File: src/rtl/pw_entry_buffer.sv
// Keypad entry buffer: shift register of NUM_DIGITS digits plus a fill count.
// Ports:
//   clk, rst   clock, async active-high reset
//   shift_i    shift digit_i in at the LSB side (ignored once full)
//   flush_i    empty the buffer and zero the count (wins over shift_i)
//   digit_i    keypad digit
//   buf_o      buffered digits, first digit entered is most significant
//   full_o     NUM_DIGITS digits held
module pw_entry_buffer #(
  parameter int NUM_DIGITS = 4,
  parameter int DIGIT_W    = 4
) (
  input  logic                          clk,
  input  logic                          rst,
  input  logic                          shift_i,
  input  logic                          flush_i,
  input  logic [DIGIT_W-1:0]            digit_i,
  output logic [NUM_DIGITS*DIGIT_W-1:0] buf_o,
  output logic                          full_o
);

  localparam int PW_W  = NUM_DIGITS * DIGIT_W;
  localparam int CNT_W = $clog2(NUM_DIGITS + 1);

  logic [PW_W-1:0]  buf_q, buf_d, shifted;
  logic [CNT_W-1:0] cnt_q, cnt_d;

  assign full_o = (cnt_q == CNT_W'(NUM_DIGITS));
  assign buf_o  = buf_q;

  generate
    if (NUM_DIGITS == 1) begin : g_one
      assign shifted = digit_i;
    end else begin : g_many
      assign shifted = {buf_q[PW_W-DIGIT_W-1:0], digit_i};
    end
  endgenerate

  always_comb begin
    buf_d = buf_q;
    cnt_d = cnt_q;
    if (flush_i) begin
      buf_d = '0;
      cnt_d = '0;
    end else if (shift_i && !full_o) begin
      buf_d = shifted;
      cnt_d = cnt_q + CNT_W'(1);
    end
  end

  always_ff @(posedge clk or posedge rst) begin
    if (rst) begin
      buf_q <= '0;
      cnt_q <= '0;
    end else begin
      buf_q <= buf_d;
      cnt_q <= cnt_d;
    end
  end

endmodule

File: config.mk
export PLATFORM = sky130hd
export DESIGN_NAME = pw_entry_buffer
export DESIGN_NICKNAME = d
export VERILOG_FILES = /design/src/rtl/pw_entry_buffer.sv
export SDC_FILE = /design/constraint.sdc
export NUM_CORES = 1
export LEC_CHECK = 0
export CAP_MARGIN = 40
export CORE_MARGIN = 1.5
export CORE_UTILIZATION = 50
export CTS_CLUSTER_DIAMETER = 150
export CTS_CLUSTER_SIZE = 24
export DETAILED_ROUTE_END_ITERATION = 8
export PLACE_DENSITY_LB_ADDON = 0.2
export REMOVE_ABC_BUFFERS = 1
export SLEW_MARGIN = 20
export SYNTH_ARGS = -nofsm -noshare
export SYNTH_HDL_FRONTEND = slang
export SYNTH_SLANG_ARGS = --single-unit
File: constraint.sdc
create_clock -name clk -period 2.2 [get_ports clk]
set_clock_uncertainty 0.15 [all_clocks]
set_input_delay 0.44 -clock clk [delete_from_list [all_inputs] [get_ports clk]]
set_output_delay 0.44 -clock clk [all_outputs]
set_load 0.1 [all_outputs]
==> impl_metrics.py, run 1 <==
metrics = {
    "critical_path": {
        "cp-end-kind": "output pin",
        "crit_start": "cnt_q[1]",
        "critical-path-top-delay-family": "flip-flops",
        "crit_buf_inv": 2,
        "worstSetupPathType": "register to output pin",
        "critPathMaxStageDelay_ns": 0.42,
        "path_cells": "inv_1, ha_1, and2_1, buf_12",
        "cp_data_required_time_ns": 1.61,
        "start_kind": "register",
        "path_max_fanout": 4,
        "slowest_stage": "dfrtp_1",
        "reg2reg_from": "cnt_q[0]",
        "arrival_ns": 1.43,
    },
    "drt": {
        "first_pass_iters": 4,
        "drt-total-wl_um": 1660,
        "avgViaCountPerCell": 4.91,
        "avgRoutedWirePerCell_um": 12.9,
        "drt_iter0_drc": 13,
        "via_count": 633,
        "post-route-drc-count": 0,
        "ant_nets": 0,
    },
    "power_and_ir_drop": {
        "leakage_nw": 0.611,
        "power.density_nw_per_um2": 604,
        "p_sw_mw": 0.237,
        "peakVddDrop_uv": 406,
        "p_clk_share_pct": 25.9,
        "intPower_mw": 0.487,
        "switching_share_pct": 32.7,
        "p_comb_share_pct": 22.9,
        "pwr-share-seq_pct": 51.2,
    },
    "run": {
        "drv_cap": 0,
    },
    "global_route": {
        "antenna_found_initial": 0,
        "grtUsageTotal_pct": 18.4,
        "grt_max_degree": 20,
        "grt_overflow": 0,
        "grt_pass1_vias": 615,
        "grt_pass1_wl_um": 2710,
    },
    "floorplan": {
        "die_area_um2": 2120,
        "io_pins": 25,
        "die_x_um": 46.0,
        "coreArea_um2": 1730,
        "num_rows": 15,
        "die_h_um": 46.0,
        "start_util_pct": 53.6,
    },
    "timing": {
        "slew_viol_final": 0,
        "period_minus_slack_ns": 2.02,
        "setup_viol": 0,
        "finalSetupTns_ns": 0,
        "fin_crit_sh_pct": 92.0,
        "rsz0062_at_grt": "no",
        "tightestPinTransition_ns": 0.433,
        "hold_viol": 0,
        "relSlewSlack_pct": 71.0,
        "clock.fmax_mhz": 494,
    },
    "layout": {
        "fin_nets": 115,
        "postLayoutCoreUtil_pct": 69.4,
        "area_delta_synth_final_pct": 29.5,
        "layout-drive-gt1-share_pct": 26.9,
        "final_area_um2": 1200,
        "final_cell_mix": "nand2b_1, buf_4, dfrtp_1",
        "diodes": 0,
        "mostFrequentLayoutCell": "nand2b_1",
    },
    "clocking": {
        "clk_latency_ns": 0.31,
        "cts.reportedPaths.clkPinSlew_ns": 0.12,
        "cts_buffers": 3,
        "cts_sinks": 19,
        "cts_resized": 0,
        "cts_hold_buf": 0,
        "root_buffer": "clkbuf_4",
        "clockBufferDepth": 2,
        "cts_tree": "built",
        "cts_setup_buffers": 0,
        "htreeDepth": 1,
    },
    "synthesis": {
        "synth_cell_types": 17,
        "yosysSeqAreaShare_pct": 51.4,
        "synth_seq_cells": 19,
        "syn_inst": 75,
        "avgSynthCellArea_um2": 12.3,
        "syn_area_um2": 926,
        "yosysWarningCount": 0,
    },
    "place": {
        "postPlaceCellArea_um2": 1170,
        "hpwl_um": 1240,
        "port_buffers": 24,
        "place.gp.congestion": 0.706,
    },
    "hold_path": {
        "hp-class": "primary input to async pin",
    },
    "run_status": {
        "outcome": "completed",
    },
}
==> final timing paths <==
path	endpoint	slack, ns	cells after the start
hold / removal	cnt_q[2]	0.28	3
setup / recovery	full_o	0.18	4
max in group asynchronous	buf_o[3]	1.41	3
min in group clk	buf_o[12]	0.41	2
setup reg to reg	buf_o[11]	0.68	5
hold reg to reg	buf_o[12]	0.41	2
==> tightest hold or removal path, stage by stage <==
cell and delay (ns):
clkdlybuf4s50_1 0.39, inv_1 0.05, buf_4 0.25
==> sequential cells by signal (all words and copies together) (netlist names) <==
name and count:
buf_o 16, cnt_q 3
==> through the flow <==
step / hold slack, ns / setup slack, ns / total power [mW] / cells
after floorplan: 0.241 / 0.171 / 0.494 / 72
after global placement: 0.388 / 0.340 / 0.542 / 125
after detailed placement: 0.395 / 0.301 / 0.545 / 125
after CTS: 0.289 / 0.160 / 0.727 / 129
after global routing: 0.332 / 0.102 / 0.753 / 129
final: 0.275 / 0.175 / 0.724 / 129
==> cell type report <==
type,instances,area [µm²]
Tap cell,25,31.3
Clock inverter,1,7.51
Multi-Input combinational cell,50,410
Fill cell,149,528
Inverter,3,11.3
Sequential cell,19,475
Timing Repair Buffer,28,240
Clock buffer,3,22.5
==> kinds of logic (layout without fill, tap and decap cells) <==
group | Yosys count | count (layout) | share of synthesized area [%]
flip-flops | 19 | 19 | 51.4
adder cells (fa/ha/maj) | 2 | 2 | 2.70
AO/OA/AOI/OAI | 3 | 3 | 3.65
buffers and inverters | 6 | 35 | 4.32
AND/OR/NAND/NOR | 27 | 27 | 18.4
multiplexers | 18 | 18 | 19.6
==> cells in the mapped netlist, drive strengths merged <==
| cell | count | share of area [%] |
|---|---|---|
| a21bo | 1 | 1.1 |
| and4b | 1 | 1.2 |
| a21oi | 1 | 0.54 |
| dfrtp | 19 | 51 |
| and2 | 1 | 0.68 |
| buf | 2 | 2.7 |
| nor3 | 1 | 0.54 |
| nor2b | 1 | 0.68 |
| mux2i | 17 | 18 |
| nor2 | 1 | 0.41 |
| ha | 2 | 2.7 |
| inv | 3 | 1.2 |
| mux2 | 1 | 1.2 |
| nand2b | 22 | 15 |
| a21boi | 1 | 2.0 |
| clkbuf | 1 | 0.41 |
==> power groups by stage <==
stage          registers, mW  clock network, mW  logic [mW]
4_1_cts                0.370              0.188       0.168
2_1_floorplan          0.441                  0      0.0532
3_5_place_dp           0.377                  0       0.168
5_1_grt                0.372              0.204       0.177
6_report               0.370              0.187       0.166
3_3_place_gp           0.377                  0       0.165
==> routing by layer <==
metal,GRT usage [%],part of all wire (%),up-vias
met4,8.57,1.4,0
li1,-,-,305
met1,22.8,45,306
met2,29.7,49,18
met3,4.76,4.8,4
met5,0,0,-
Note: power is estimated with default switching activity, not from simulation.
==> run 2, diff against run 1 <==
HOLD_SLACK_MARGIN = 0.15   (was not set)
==> results of run 2 <==
Same layout as run 1: the final DEF is identical, and so are final timing and power.
==> run 3, diff against run 2 <==
RECOVER_POWER = 100   (was not set)
==> run 3 against run 2 <==
Non-clock buffer count did not move. Core utilization fell by 4.5 points. Sequential cell count did not move. Routed wire length fell by 2.0%. Global-route usage did not move. Cell area fell by 6.5%. Combinational power fell by 8%. Via count fell by 1.4%. Total power fell by 1.9%. Critical path depth did not move. Worst setup slack got worse by 0.015 ns. Die area did not move. Largest power group unchanged.
==> impl_metrics.py, run 3 (synthesized netlist as in run 1, its figures left out) <==
metrics = {
    "clocking": {
        "clk_latency_ns": 0.31,
        "cts_sinks": 19,
        "root_buffer": "clkbuf_4",
        "cts_hold_buf": 0,
        "cts.reportedPaths.clkPinSlew_ns": 0.13,
        "clockBufferDepth": 2,
        "cts_tree": "built",
        "cts_resized": 0,
        "htreeDepth": 1,
        "cts_buffers": 3,
        "cts_setup_buffers": 0,
    },
    "layout": {
        "layout-drive-gt1-share_pct": 23.1,
        "diodes": 0,
        "area_delta_synth_final_pct": 21.1,
        "mostFrequentLayoutCell": "nand2b_1",
        "largest_reg_flops": 16,
        "fin_nets": 115,
        "fin_cells": 129,
        "nFillCells": 161,
        "final_cell_mix": "nand2b_1, dfrtp_1, mux2i_1, clkbuf_2, clkdlybuf4s50_1",
    },
    "critical_path": {
        "cp_data_required_time_ns": 1.61,
        "start_kind": "register",
        "reg2reg_from": "cnt_q[0]",
        "worstSetupPathType": "register to output pin",
        "path_max_fanout": 4,
        "cp-end-kind": "output pin",
        "crit_start": "cnt_q[1]",
        "arrival_ns": 1.45,
        "r2r_cells": 5,
    },
    "floorplan": {
        "die_x_um": 46.0,
        "coreArea_um2": 1730,
        "die_h_um": 46.0,
        "start_util_pct": 53.6,
        "io_pins": 25,
        "num_rows": 15,
        "die_area_um2": 2120,
    },
    "global_route": {
        "grt_max_degree": 20,
        "grtUsageMet3_pct": 4.76,
        "use_met2_pct": 29.7,
        "met1_usage_pct": 22.8,
        "grt_pass1_vias": 615,
        "grt_overflow": 0,
        "top_usage_layer": "met2",
        "grtUsageTotal_pct": 18.4,
        "antenna_found_initial": 0,
        "grt_pass1_wl_um": 2710,
    },
    "timing": {
        "slew_viol_final": 0,
        "fin_crit_sh_pct": 92.7,
        "tightestPinTransition_ns": 1.02,
        "period_minus_slack_ns": 2.04,
        "hold_viol": 0,
        "finalSetupTns_ns": 0,
        "clock.fmax_mhz": 490,
        "rsz0062_at_grt": "no",
        "worst_slack_ns": 0.160,
        "relSlewSlack_pct": 32.1,
        "setup_viol": 0,
    },
    "hold_path": {
        "hp-start": "buf_o[12]",
        "hp-class": "register to register",
        "holdPathStages": 2,
    },
    "place": {
        "placed_cells": 125,
        "dp_slack_ns": 0.301,
        "hpwl_um": 1240,
        "place.gp.congestion": 0.706,
        "port_buffers": 24,
    },
    "run": {
        "drv_cap": 0,
    },
    "drt": {
        "avgRoutedWirePerCell_um": 12.6,
        "avgViaCountPerCell": 4.84,
        "via_count": 624,
        "drt-total-wl_um": 1630,
        "post-route-drc-count": 0,
        "first_pass_iters": 4,
        "drt_iter0_drc": 6,
        "ant_nets": 0,
    },
    "power_and_ir_drop": {
        "power.density_nw_per_um2": 633,
        "power.total_mw": 0.710,
        "peakVddDrop_uv": 417,
        "leakage_nw": 0.577,
    },
    "run_status": {
        "outcome": "completed",
    },
}
==> run 3: cell types whose count changed in the layout (fill, tap and decap cells not counted) <==
cell             delta
buf_4              -20
dlygate4sd3_1       +2
a21boi_4            -1
clkbuf_4            +1
clkbuf_1            +3
a21boi_0            +1
clkdlybuf4s50_1     -2
clkbuf_2           +17
buf_12              -1
==> run 3: path summary, 6_finish.rpt <==
path                             end  slack (ns)
max                           full_o        0.16
min                        buf_o[12]        0.40
max reg2reg                buf_o[11]        0.31
min reg2reg                buf_o[12]        0.40
max in group asynchronous   buf_o[3]        0.57
min in group asynchronous   cnt_q[2]        0.70
==> run 3: critical path, stage by stage, from the launching register on <==
cell and delay, ns:
dfrtp_1 0.42, inv_1 0.06, ha_1 0.19, and2_1 0.14
clkbuf_4 0.32
==> run 3: layout make-up <==
cell class | instances | area (µm²) | area share [%]
inverters | 3 | 11.3 | 1.00
clock buffers | 3 | 22.5 | 2.01
repair buffers | 28 | 174 | 15.5
clock inverters | 1 | 7.51 | 0.670
multi-input cells | 50 | 399 | 35.6
flip-flops and latches | 19 | 475 | 42.4
well taps | 25 | 31.3 | 2.79
==> run 3: routing by layer <==
layer  part of all wire (%)  routed length [µm]
met5                      0                   0
met4                    1.3                  21
met2                     48                 788
met1                     46                 750
met3                    4.2                  69
==> run 3: metrics by stage <==
step	util, %	hold WS [ns]	cell area (µm²)
finish	64.9	0.404	1120
global placement	67.7	0.388	1170
floorplan	-	0.241	897
detailed placement	67.7	0.395	1170
global route	64.9	0.434	1120
CTS	69.4	0.289	1200
==> run 3: power breakdown <==
group	switching, mW	total (mW)	internal (mW)
registers	0.00815	0.370	0.362
clock network	0.119	0.188	0.0694
logic	0.108	0.152	0.0441
